### config.mk
export PLATFORM = sky130hd
export DESIGN_NAME = circular_op_step_sequencer
export DESIGN_NICKNAME = d
export VERILOG_FILES = /design/src/rtl/circular_op_step_sequencer_pkg.sv /design/src/rtl/circular_op_step_sequencer_chooser.sv /design/src/rtl/circular_op_step_sequencer.sv
export SDC_FILE = /design/constraint.sdc
export NUM_CORES = 1
export LEC_CHECK = 0
export BUFFER_PORTS_ARGS = -buffer_cell sky130_fd_sc_hd__buf_2
export CORE_ASPECT_RATIO = 1.2
export CORE_UTILIZATION = 50
export CTS_BUF_LIST = sky130_fd_sc_hd__clkbuf_8 sky130_fd_sc_hd__clkbuf_16
export CTS_CLUSTER_DIAMETER = 100
export DETAILED_ROUTE_END_ITERATION = 8
export PLACE_DENSITY_LB_ADDON = 0.2
export SLEW_MARGIN = 20
export SYNTH_ARGS = -nofsm -noshare
export SYNTH_HDL_FRONTEND = slang
export SYNTH_HIERARCHICAL = 1
export SYNTH_SLANG_ARGS = --single-unit
### constraint.sdc
create_clock -name clk -period 7.5 [get_ports clk]
set_clock_uncertainty 0.1 [all_clocks]
set_input_delay 1.5 -clock clk [delete_from_list [all_inputs] [get_ports clk]]
set_output_delay 1.5 -clock clk [all_outputs]
set_load 0.01 [all_outputs]
### src/rtl/circular_op_step_sequencer_pkg.sv
// Shared types and constants for the circular-interpolation step sequencer.
package circular_op_step_sequencer_pkg;

   typedef enum logic [2:0] {
      ST_IDLE,
      ST_CALC,
      ST_LOAD,
      ST_CHOOSE,
      ST_EMIT,
      ST_DONE
   } CircSeqState_t;

   typedef enum logic signed [1:0] {
      STEP_NEG  = 2'b11,
      STEP_NONE = 2'b00,
      STEP_POS  = 2'b01
   } StepDir_t;

   typedef enum logic [1:0] {
      QUAD_1,
      QUAD_2,
      QUAD_3,
      QUAD_4
   } quad_t;

   // Bit q set means the counter-clockwise candidate on that axis moves negative in quadrant q.
   localparam logic [3:0] QUAD_SX_NEG = 4'b0011;
   localparam logic [3:0] QUAD_SY_NEG = 4'b0110;

endpackage

### src/rtl/circular_op_step_sequencer_chooser.sv
// Combinational step picker: tries the X and Y candidate moves for the current
// quadrant and direction, keeping the one with the smaller radial error.
module circular_step_chooser
   import circular_op_step_sequencer_pkg::*;
#(
   parameter int NUM_BITS = 8,
   parameter int ERR_BITS = 2*NUM_BITS+2
) (
   input  logic signed [NUM_BITS-1:0] cur_x,
   input  logic signed [NUM_BITS-1:0] cur_y,
   input  logic signed [ERR_BITS-1:0] err,
   input  logic                       is_cw,
   output StepDir_t                   step_dx,
   output StepDir_t                   step_dy,
   output logic signed [ERR_BITS-1:0] next_err
);

   localparam logic signed [ERR_BITS-1:0] ONE = {{(ERR_BITS-1){1'b0}}, 1'b1};

   function automatic logic signed [ERR_BITS-1:0] sext(input logic signed [NUM_BITS-1:0] v);
      return {{(ERR_BITS-NUM_BITS){v[NUM_BITS-1]}}, v};
   endfunction

   function automatic logic [ERR_BITS-1:0] mag(input logic signed [ERR_BITS-1:0] v);
      return v[ERR_BITS-1] ? -v : v;
   endfunction

   quad_t quad;
   logic  x_pos, x_neg, x_zero, y_pos, y_neg, y_zero;
   logic  neg_x, neg_y;
   logic signed [ERR_BITS-1:0] two_x, two_y, ex, ey;

   always_comb begin
      x_zero = (cur_x == '0);
      y_zero = (cur_y == '0);
      x_neg  = cur_x[NUM_BITS-1];
      y_neg  = cur_y[NUM_BITS-1];
      x_pos  = !x_neg && !x_zero;
      y_pos  = !y_neg && !y_zero;

      if ((x_zero && y_zero) || (x_pos && !y_neg)) quad = QUAD_1;
      else if (!x_pos && y_pos)                     quad = QUAD_2;
      else if (x_neg && !y_pos)                     quad = QUAD_3;
      else                                          quad = QUAD_4;

      neg_x = QUAD_SX_NEG[quad] ^ is_cw;
      neg_y = QUAD_SY_NEG[quad] ^ is_cw;

      // Moving one unit changes x^2 by 2*x*s + 1.
      two_x = sext(cur_x) + sext(cur_x);
      two_y = sext(cur_y) + sext(cur_y);
      ex    = neg_x ? (err - two_x + ONE) : (err + two_x + ONE);
      ey    = neg_y ? (err - two_y + ONE) : (err + two_y + ONE);

      step_dx  = STEP_NONE;
      step_dy  = STEP_NONE;
      next_err = ex;
      if (mag(ex) <= mag(ey)) begin
         step_dx  = neg_x ? STEP_NEG : STEP_POS;
         next_err = ex;
      end else begin
         step_dy  = neg_y ? STEP_NEG : STEP_POS;
         next_err = ey;
      end
   end

endmodule

### src/rtl/circular_op_step_sequencer.sv
// Walks one circular-interpolation command as unit X/Y steps with valid/ready output.
// Optional build macro CIRCULAR_SEQ_END_CHECK_EN adds the end_mismatch output.
module circular_op_step_sequencer
   import circular_op_step_sequencer_pkg::*;
#(
   parameter int NUM_BITS  = 8,
   parameter int STEP_BITS = NUM_BITS+3,
   parameter int ERR_BITS  = 2*NUM_BITS+2
) (
   input  logic                        clk,
   input  logic                        reset,
   input  logic                        op_valid,
   output logic                        op_ready,
   input  logic                        is_cw,
   input  logic signed [NUM_BITS-1:0]  start_x,
   input  logic signed [NUM_BITS-1:0]  start_y,
   input  logic signed [NUM_BITS-1:0]  end_x,
   input  logic signed [NUM_BITS-1:0]  end_y,
   input  logic signed [NUM_BITS-1:0]  r,
   input  logic                        precise_crossing_axes,
   input  logic                        is_full_circle,
   output logic                        calc_is_cw,
   output logic signed [NUM_BITS-1:0]  calc_start_x,
   output logic signed [NUM_BITS-1:0]  calc_start_y,
   output logic signed [NUM_BITS-1:0]  calc_end_x,
   output logic signed [NUM_BITS-1:0]  calc_end_y,
   output logic signed [NUM_BITS-1:0]  calc_r,
   output logic                        calc_precise,
   output logic                        calc_full,
   input  logic        [STEP_BITS-1:0] calc_num_steps,
   output logic                        step_valid,
   input  logic                        step_ready,
   output logic signed [1:0]           step_dx,
   output logic signed [1:0]           step_dy,
   output logic                        busy,
   output logic                        done
`ifdef CIRCULAR_SEQ_END_CHECK_EN
   ,
   output logic                        end_mismatch
`endif
);

   localparam logic [STEP_BITS-1:0] ONE_STEP = {{(STEP_BITS-1){1'b0}}, 1'b1};

   function automatic logic signed [ERR_BITS-1:0] sq(input logic signed [NUM_BITS-1:0] v);
      logic signed [ERR_BITS-1:0] e;
      e = {{(ERR_BITS-NUM_BITS){v[NUM_BITS-1]}}, v};
      return e * e;
   endfunction

   function automatic logic signed [NUM_BITS-1:0] step_ext(input logic signed [1:0] d);
      return {{(NUM_BITS-2){d[1]}}, d};
   endfunction

   CircSeqState_t state_q, state_d;
   logic signed [NUM_BITS-1:0]  cur_x, cur_y;
   logic signed [ERR_BITS-1:0]  err_q, next_err_q, ch_err;
   logic        [STEP_BITS-1:0] remaining;
   StepDir_t                    ch_dx, ch_dy;

   circular_step_chooser #(.NUM_BITS(NUM_BITS), .ERR_BITS(ERR_BITS)) u_chooser (
      .cur_x    (cur_x),
      .cur_y    (cur_y),
      .err      (err_q),
      .is_cw    (calc_is_cw),
      .step_dx  (ch_dx),
      .step_dy  (ch_dy),
      .next_err (ch_err)
   );

   always_ff @(posedge clk) begin
      if (reset) state_q <= ST_IDLE;
      else       state_q <= state_d;
   end

   always_comb begin
      state_d = state_q;
      case (state_q)
         ST_IDLE:   if (op_valid) state_d = ST_CALC;
         ST_CALC:   state_d = ST_LOAD;
         ST_LOAD:   state_d = (calc_num_steps == '0) ? ST_DONE : ST_CHOOSE;
         ST_CHOOSE: state_d = ST_EMIT;
         ST_EMIT:   if (step_ready) state_d = (remaining > ONE_STEP) ? ST_CHOOSE : ST_DONE;
         ST_DONE:   state_d = ST_IDLE;
         default:   state_d = ST_IDLE;
      endcase
   end

   assign op_ready   = (state_q == ST_IDLE);
   assign busy       = (state_q != ST_IDLE);
   assign step_valid = (state_q == ST_EMIT);
   assign done       = (state_q == ST_DONE);

   always_ff @(posedge clk) begin
      if (reset) begin
         calc_is_cw   <= 1'b0;
         calc_start_x <= '0;
         calc_start_y <= '0;
         calc_end_x   <= '0;
         calc_end_y   <= '0;
         calc_r       <= '0;
         calc_precise <= 1'b0;
         calc_full    <= 1'b0;
         step_dx      <= '0;
         step_dy      <= '0;
      end else begin
         if (state_q == ST_IDLE && op_valid) begin
            calc_is_cw   <= is_cw;
            calc_start_x <= start_x;
            calc_start_y <= start_y;
            calc_end_x   <= end_x;
            calc_end_y   <= end_y;
            calc_r       <= r;
            calc_precise <= precise_crossing_axes;
            calc_full    <= is_full_circle;
         end
         if (state_q == ST_CHOOSE) begin
            step_dx <= ch_dx;
            step_dy <= ch_dy;
         end
      end
   end

   // Arc walk datapath; only meaningful while the FSM is busy, so no reset.
   always_ff @(posedge clk) begin
      case (state_q)
         ST_IDLE: begin
            if (op_valid) begin
               cur_x <= start_x;
               cur_y <= start_y;
            end
         end
         ST_LOAD: begin
            remaining <= calc_num_steps;
            err_q     <= sq(cur_x) + sq(cur_y) - sq(calc_r);
         end
         ST_CHOOSE: next_err_q <= ch_err;
         ST_EMIT: begin
            if (step_ready) begin
               cur_x     <= cur_x + step_ext(step_dx);
               cur_y     <= cur_y + step_ext(step_dy);
               err_q     <= next_err_q;
               remaining <= remaining - ONE_STEP;
            end
         end
         default: ;
      endcase
   end

`ifdef CIRCULAR_SEQ_END_CHECK_EN
   logic end_diff, mismatch_q;
   assign end_diff = (cur_x != calc_end_x) || (cur_y != calc_end_y);

   always_ff @(posedge clk) begin
      if (reset)                              mismatch_q <= 1'b0;
      else if (state_q == ST_IDLE && op_valid) mismatch_q <= 1'b0;
      else if (state_q == ST_DONE)            mismatch_q <= end_diff;
   end

   assign end_mismatch = (state_q == ST_DONE) ? end_diff : mismatch_q;
`endif

endmodule

; ---- Word-level counts from Yosys, hierarchy flattened
; Index checks and enable logic that the tools add are counted.
[op_classes]
add_sub_neg = 17
mul = 3
order_cmp = 3
n_eq_ne = 7
mux = 31
bitwise_logic = 2
reduce_logical = 24
[op_table]
columns = operator, n
row1 = $mux W18, 6
row2 = $add A18 B2 Y18 const B, 4
row3 = $mul A8 B8 Y16, 3
row4 = $add A18 B18 Y18, 2
row5 = $neg A18 Y18, 2
row6 = $pmux W18 S2, 1
row7 = $sub A18 B18 Y18, 2
row8 = $mux W8, 4
row9 = $pmux W8 S2, 2
row10 = $pmux W11 S2, 1
row11 = $add A8 B8 Y9, 2
row12 = $le A18 B18 Y1, 1
row13 = $sub A17 B16 Y18, 1
row14 = $add A16 B16 Y17, 1
row15 = $add A8 B2 Y8, 2
row16 = $logic_not A8 Y1, 2
row17 = $pmux W3 S5, 1
row18 = $mux W2, 6
row19 = $mux W3, 4
row20 = $gt A11 B1 Y1 const B, 1
row21 = $logic_not A11 Y1, 1
row22 = $mux W11, 1
row23 = $sub A11 B1 Y11 const B, 1
row24 = $logic_and A1 B1 Y1, 7
row25 = other kinds (16), 29
[word_totals]
regBits = 113
out_inout_bits = 51
wordCells = 103

; ---- Logic depth before layout (Yosys ltp)
[logic_depth]
ltp_word = 16
ltp_mapped = 31
mapped_depth_nobuf = 29

; ---- Hierarchy
; The synthesis kept the hierarchy.
[modules_own_cells]
columns = module, instances, cells_each, area_each_um2, seq_area_each_um2
row1 = circular_op_step_sequencer, 1, 1294, 12450.7, 2892.8
row2 = circular_step_chooser, 1, 717, 5454.0, 0.0

; ---- Least setup slack after synthesis
; No wires, ideal clock.
[synth_path]
kind = register -> register
startpoint = reg cur_y[7]
endpoint = reg err_q[17] (data pin)
setup_ns = 0.256
arrival_time_ns = 6.257
path_slack_ns = 0.887
path_stages_with_launch = 21
synth_period_minus_slack_ns = 6.613
path_cell_list = edfxtp_1 clkbuf_1 nand2_1 fa_1 fa_1 inv_1 fa_1 inv_1 fa_1 fa_1 inv_1 fa_1 inv_1 fa_1 inv_1 ha_1 a21o_1 a21o_1 a221oi_2 xnor2_1 o21ai_1
[synth_via]
elab_chain_cells = 4
[synth_lines]
columns = item, line_no
row1 = start: declaration, circular_op_step_sequencer.sv:56  ; logic signed [NUM_BITS-1:0] cur_x, cur_y;
row2 = start signal: assignment, circular_op_step_sequencer.sv:130  ; cur_y <= start_y;
row3 = start signal: assignment, circular_op_step_sequencer.sv:141  ; cur_y <= cur_y + step_ext(step_dy);
row4 = $mul A8 B8 Y16, circular_op_step_sequencer.sv:48  ; return e * e;
row5 = $add A16 B16 Y17, circular_op_step_sequencer.sv:135  ; err_q <= sq(cur_x) + sq(cur_y) - sq(calc_r);
row6 = $sub A17 B16 Y18, circular_op_step_sequencer.sv:135
row7 = $pmux W18 S2, circular_op_step_sequencer.sv:126  ; case (state_q)
row8 = end signal: assignment, circular_op_step_sequencer.sv:135
row9 = end signal: assignment, circular_op_step_sequencer.sv:142  ; err_q <= next_err_q;
row10 = end: declaration, circular_op_step_sequencer.sv:57  ; logic signed [ERR_BITS-1:0] err_q, next_err_q, ch_err;
; Every way passes these cells.
; A chain may end at the register's enable or synchronous reset.

; ---- Worst setup path in the final report
[layout_path]
startpoint = reg cur_y[7]
endpoint = reg next_err_q[2] (data pin)
[layout_via]
elab_chain_cells = 16
word_cells_on_any_way = 32
classes_between = add/sub: 7 / order compare: 1 / mux: 12 / bitwise: 2 / reduce/logical: 10
[layout_lines]
columns = item, line_no
row1 = branches (longest 15 deep; another with $add A18 B18 Y18), --
row2 = $mux W18 *, circular_op_step_sequencer_chooser.sv:58  ; if (mag(ex) <= mag(ey)) begin
row3 = via ch_err[2], circular_op_step_sequencer.sv:57
row4 = end signal: assignment, circular_op_step_sequencer.sv:137  ; ST_CHOOSE: next_err_q <= ch_err;
row5 = end: declaration, circular_op_step_sequencer.sv:57
; Mark *: on every way through the listed nets, which the timed path passes. The select of a mux whose other input is x is not followed.

==> impl_summary.md <==
Cells and area
The area occupied by multi-input gates is ~13000 sq um. The count of inserted antenna diode cells is 0. The synthesis-to-finish area growth is 9.41%. The sequential standard cell area is around 2900 sq um.

The count of fill cells added during filler insertion is between 3000 and 4000. The fraction of final layout cells sized beyond drive strength 1 is 0.105. The number of nets in the layout is about 2600. The final standard cell utilization of the core is 0.558. For this run, the number of standard cells in the final layout without fillers is about 2600.

Detailed routing
In the routed design, unresolved DRC markers number 0. Dividing the detail-routed via count by the number of cells gives roughly 5.4. The number of iterations in the first detailed-routing pass is 5. For this block, the via count after detailed routing is about 14000.

The number of design-rule violations left by the first detailed-router iteration is 840. In the final routed layout, each cell accounts on average for 18.0 um. Summed over all layers, the routed wires come to 46.8 mm.

The count of nets left with antenna violations once routing finished came out at 0.

Timing
Timing would allow up to 0.146 GHz. Setup repair after global routing left no endpoint under its margin. For the pin with the worst max-slew slack, the measured transition is 0.906 ns. In the finished design, the share of the clock period the worst path needs comes to 0.914. The number of hold violations in the final report was 0. The clock period minus worst slack is 6.85 ns.

The worst-case hold slack is 0.350 ns. The final number of max-transition violations came to 0. Setup violations remaining at the end of the flow were counted as 0. Summed over all failing endpoints, the final setup total negative slack is 0 ns. The normalized max-slew margin is 0.393.

Place
The cell count after placement is 2561. The number of buffers inserted by port buffering is about 110. The final weighted congestion in routability-driven placement is ~0.91. Detailed placement ended at an HPWL of between 30 and 40 mm.

Floorplanning
The boundary pin count is about 110. The die covers between 30000 and 40000 sq um. Row generation in the floorplan step produced between 70 and 80 rows. The die outline width is roughly 170 um. The initial utilization of the core area, before any placement, comes to 0.510. The overall die height is around 210 um.

The region available for standard cell placement spans ~35000 sq um.

Setup path
The worst endpoint data arrival time is approximately 7 ns. Along the worst path, the maximum fanout reaches 18. The largest delay contributor family on the critical path is compound AO/OA/AOI/OAI gates. The worst setup path is launched from a register. The total buffers and inverters traversed by the critical path is 2. For this run, the slowest stage of the critical path takes about 0.76 ns. The critical path class is register to register. The startpoint of the most critical register-to-register path is cur_y[7]. STA puts the critical path data required time at ~7.6 ns. Among all stages on the critical path, the largest delay is contributed by edfxtp_1.

In this run the worst setup path begins at cur_y[7]. The critical path goes through inv_1 > ha_1 > ha_1 > o211ai_1 > a21oi_1 > o31a_1 > o311ai_2 > mux2i_1 > a211oi_2 > xnor2_2 > o21ai_1 > ha_1 > nor2b_1 > o21a_1 > o21a_1 > o21a_1 > o21ai_0 > a21oi_1 > o31ai_1 > a31o_2 > a21oi_2 > buf_4 > mux2_2. The worst setup path is captured at a register.

Clock tree
The clock reaches the later pin of the worst-skew pair after ~0.42 ns. The post-CTS resize count is 0. The number of clock buffers inserted by TritonCTS is 17. For this design, the CTS-stage hold fixing added 0 buffers. The buffer depth of the longest clock path is 2. After clock tree synthesis, the clock-pin slew on the worst setup and hold paths is about 0.060 ns. The root buffer cell is clkbuf_16.

TritonCTS built the clock tree. The total clock sinks is between 100 and 150. The post-CTS setup repair buffer count is 0. CTS built an H-tree with a depth of 4.

Synthesis
The share of synthesized area in the top cell type comes to 0.237. When the netlist entered floorplanning its net count stood at around 2500. The post-synthesis share of cell area spent on and, or, nand and nor gates is 0.141.

Of the total synthesized cell area, the portion taken by full adders, half adders and majority gates is 0.387. The number of flip-flops and latches in the synthesized netlist is 113. Ranked by instance count, the synthesized netlist is headed by inv_1 (354), nand2_1 (223), ha_1 (215), fa_1 (212), a21oi_1 (132). The share of cell area taken by muxes after synthesis is 0.0218. Among all flip-flop cells after synthesis, the most frequent one is edfxtp_1. The cell taking the most area after synthesis is fa_1.

In this run, synthesis inferred 63 flip-flops with an integrated enable. Sorting the synthesized cells by area gives the leading types as fa_1 (24%), ha_1 (15%), edfxtp_1 (11%). The async set-or-reset flop fraction in the synthesized netlist is 0. The average instance in the mapped netlist occupies about 9 sq um.

The cell area that synthesis handed to floorplanning was between 15000 and 20000 sq um. The area fraction in compound gates after synthesis is 0.127. The main combinational cell family by area after synthesis is adder cells.

The fraction of synthesized cell area in xor and xnor cells is 0.0732. Synthesis handed over a netlist of 2011 instances. The number of unique standard cell types used by synthesis is 91. For this run, the number of Yosys warnings is 6.

For this run, the register share of the synthesized area comes to 0.162. In the post-synthesis netlist, the cell with the most instances is inv_1.

Global route
In the global route stage, overall resource usage came out at 0.263. The number of global-route vias before repair is roughly 15000. The wire length of the first global-routing pass is 74.9 mm. The initial antenna violation count is 0.

The pin count of the biggest net entering global routing is 61. After global routing the overflow that remains totals 0.

Worst hold path
The class of the tightest hold or removal check is register to register. The startpoint identified for the worst hold timing path is calc_end_x[2].

Status
The run finished with clean final reports.

Job
Across the run, the number of max-cap violations was 0.
-- metrics by stage --
stage	cell area [sq um]	setup slack [ns]
2_1_floorplan	17900	0.887
3_3_place_gp	19000	0.762
3_5_place_dp	19000	0.707
4_1_cts	19600	0.671
5_1_grt	19600	0.256
6_report	19600	0.647
-- worst reg2reg max path, stage by stage (launching register included) --
cell and delay (ns):
edfxtp_1 0.76, inv_1 0.42, ha_1 0.52, ha_1 0.37
o211ai_1 0.17, a21oi_1 0.14, o31a_1 0.37, o311ai_2 0.30
mux2i_1 0.29, a211oi_2 0.12, xnor2_2 0.38, o21ai_1 0.13
ha_1 0.34, nor2b_1 0.17, o21a_1 0.13, o21a_1 0.10
o21a_1 0.10, o21ai_0 0.07, a21oi_1 0.16, o31ai_1 0.11
a31o_2 0.22, a21oi_2 0.41, buf_4 0.36, mux2_2 0.37
-- cells by family (layout without fill, tap and decap cells) --
logic type	Yosys count	after routing
xor+xnor	144	144
other cells	1	1
mux	38	38
simple gates	532	532
fa+ha+maj	427	427
buf+inv	409	529
flops	113	113
compound gates	347	347
-- sequential cells by signal (all words and copies together) (netlist names), 8 cells and up --
name          cells
err_q            18
calc_start_y      8
cur_x             8
calc_r            8
calc_end_x        8
calc_start_x      8
cur_y             8
calc_end_y        8
next_err_q       18
remaining        11
-- cell usage in the layout, fill, tap and decap left out, drive strengths merged, types with 21 or more instances in the layout --
cell / count
mux2i: 30
a21o: 27
dfxtp: 50
nand3: 21
xnor2: 101
buf: 142
nand2: 224
o21ai: 66
xor2: 43
nor3: 31
and2: 28
fa: 212
inv: 357
edfxtp: 63
a21oi: 139
nor2: 114
ha: 215
nor2b: 28
-- cell type report --
type	count	share of cell area
inverters	355	0.0680
flip-flops and latches	113	0.148
well taps	462	0.0295
clock inverters	15	0.00613
repair buffers	142	0.0406
clock buffers	17	0.0217
multi-input cells	1489	0.686
-- metal layers --
| layer | track usage | part of all wire | vias up | wire length [um] |
|---|---|---|---|---|
| li1 | - | - | 6780 | - |
| met1 | 0.308 | 0.41 | 6878 | 19000 |
| met2 | 0.487 | 0.52 | 292 | 24500 |
| met3 | 0.0275 | 0.030 | 89 | 1410 |
| met4 | 0.108 | 0.040 | 0 | 1850 |
| met5 | 0 | 0 | - | 0 |
-- worst paths after layout --
| check | endpoint | slack, ns | depth (start not counted) |
|---|---|---|---|
| setup / recovery | next_err_q[2] | 0.65 | 23 |
| hold / removal | calc_end_x[2] | 0.35 | 2 |
| setup reg to reg | next_err_q[2] | 0.65 | 23 |
| hold reg to reg | calc_end_x[2] | 0.35 | 2 |
Power is left out: the tool's default activity adds up to more than one toggle a clock period on the data nets, which glitch-free logic cannot reach.
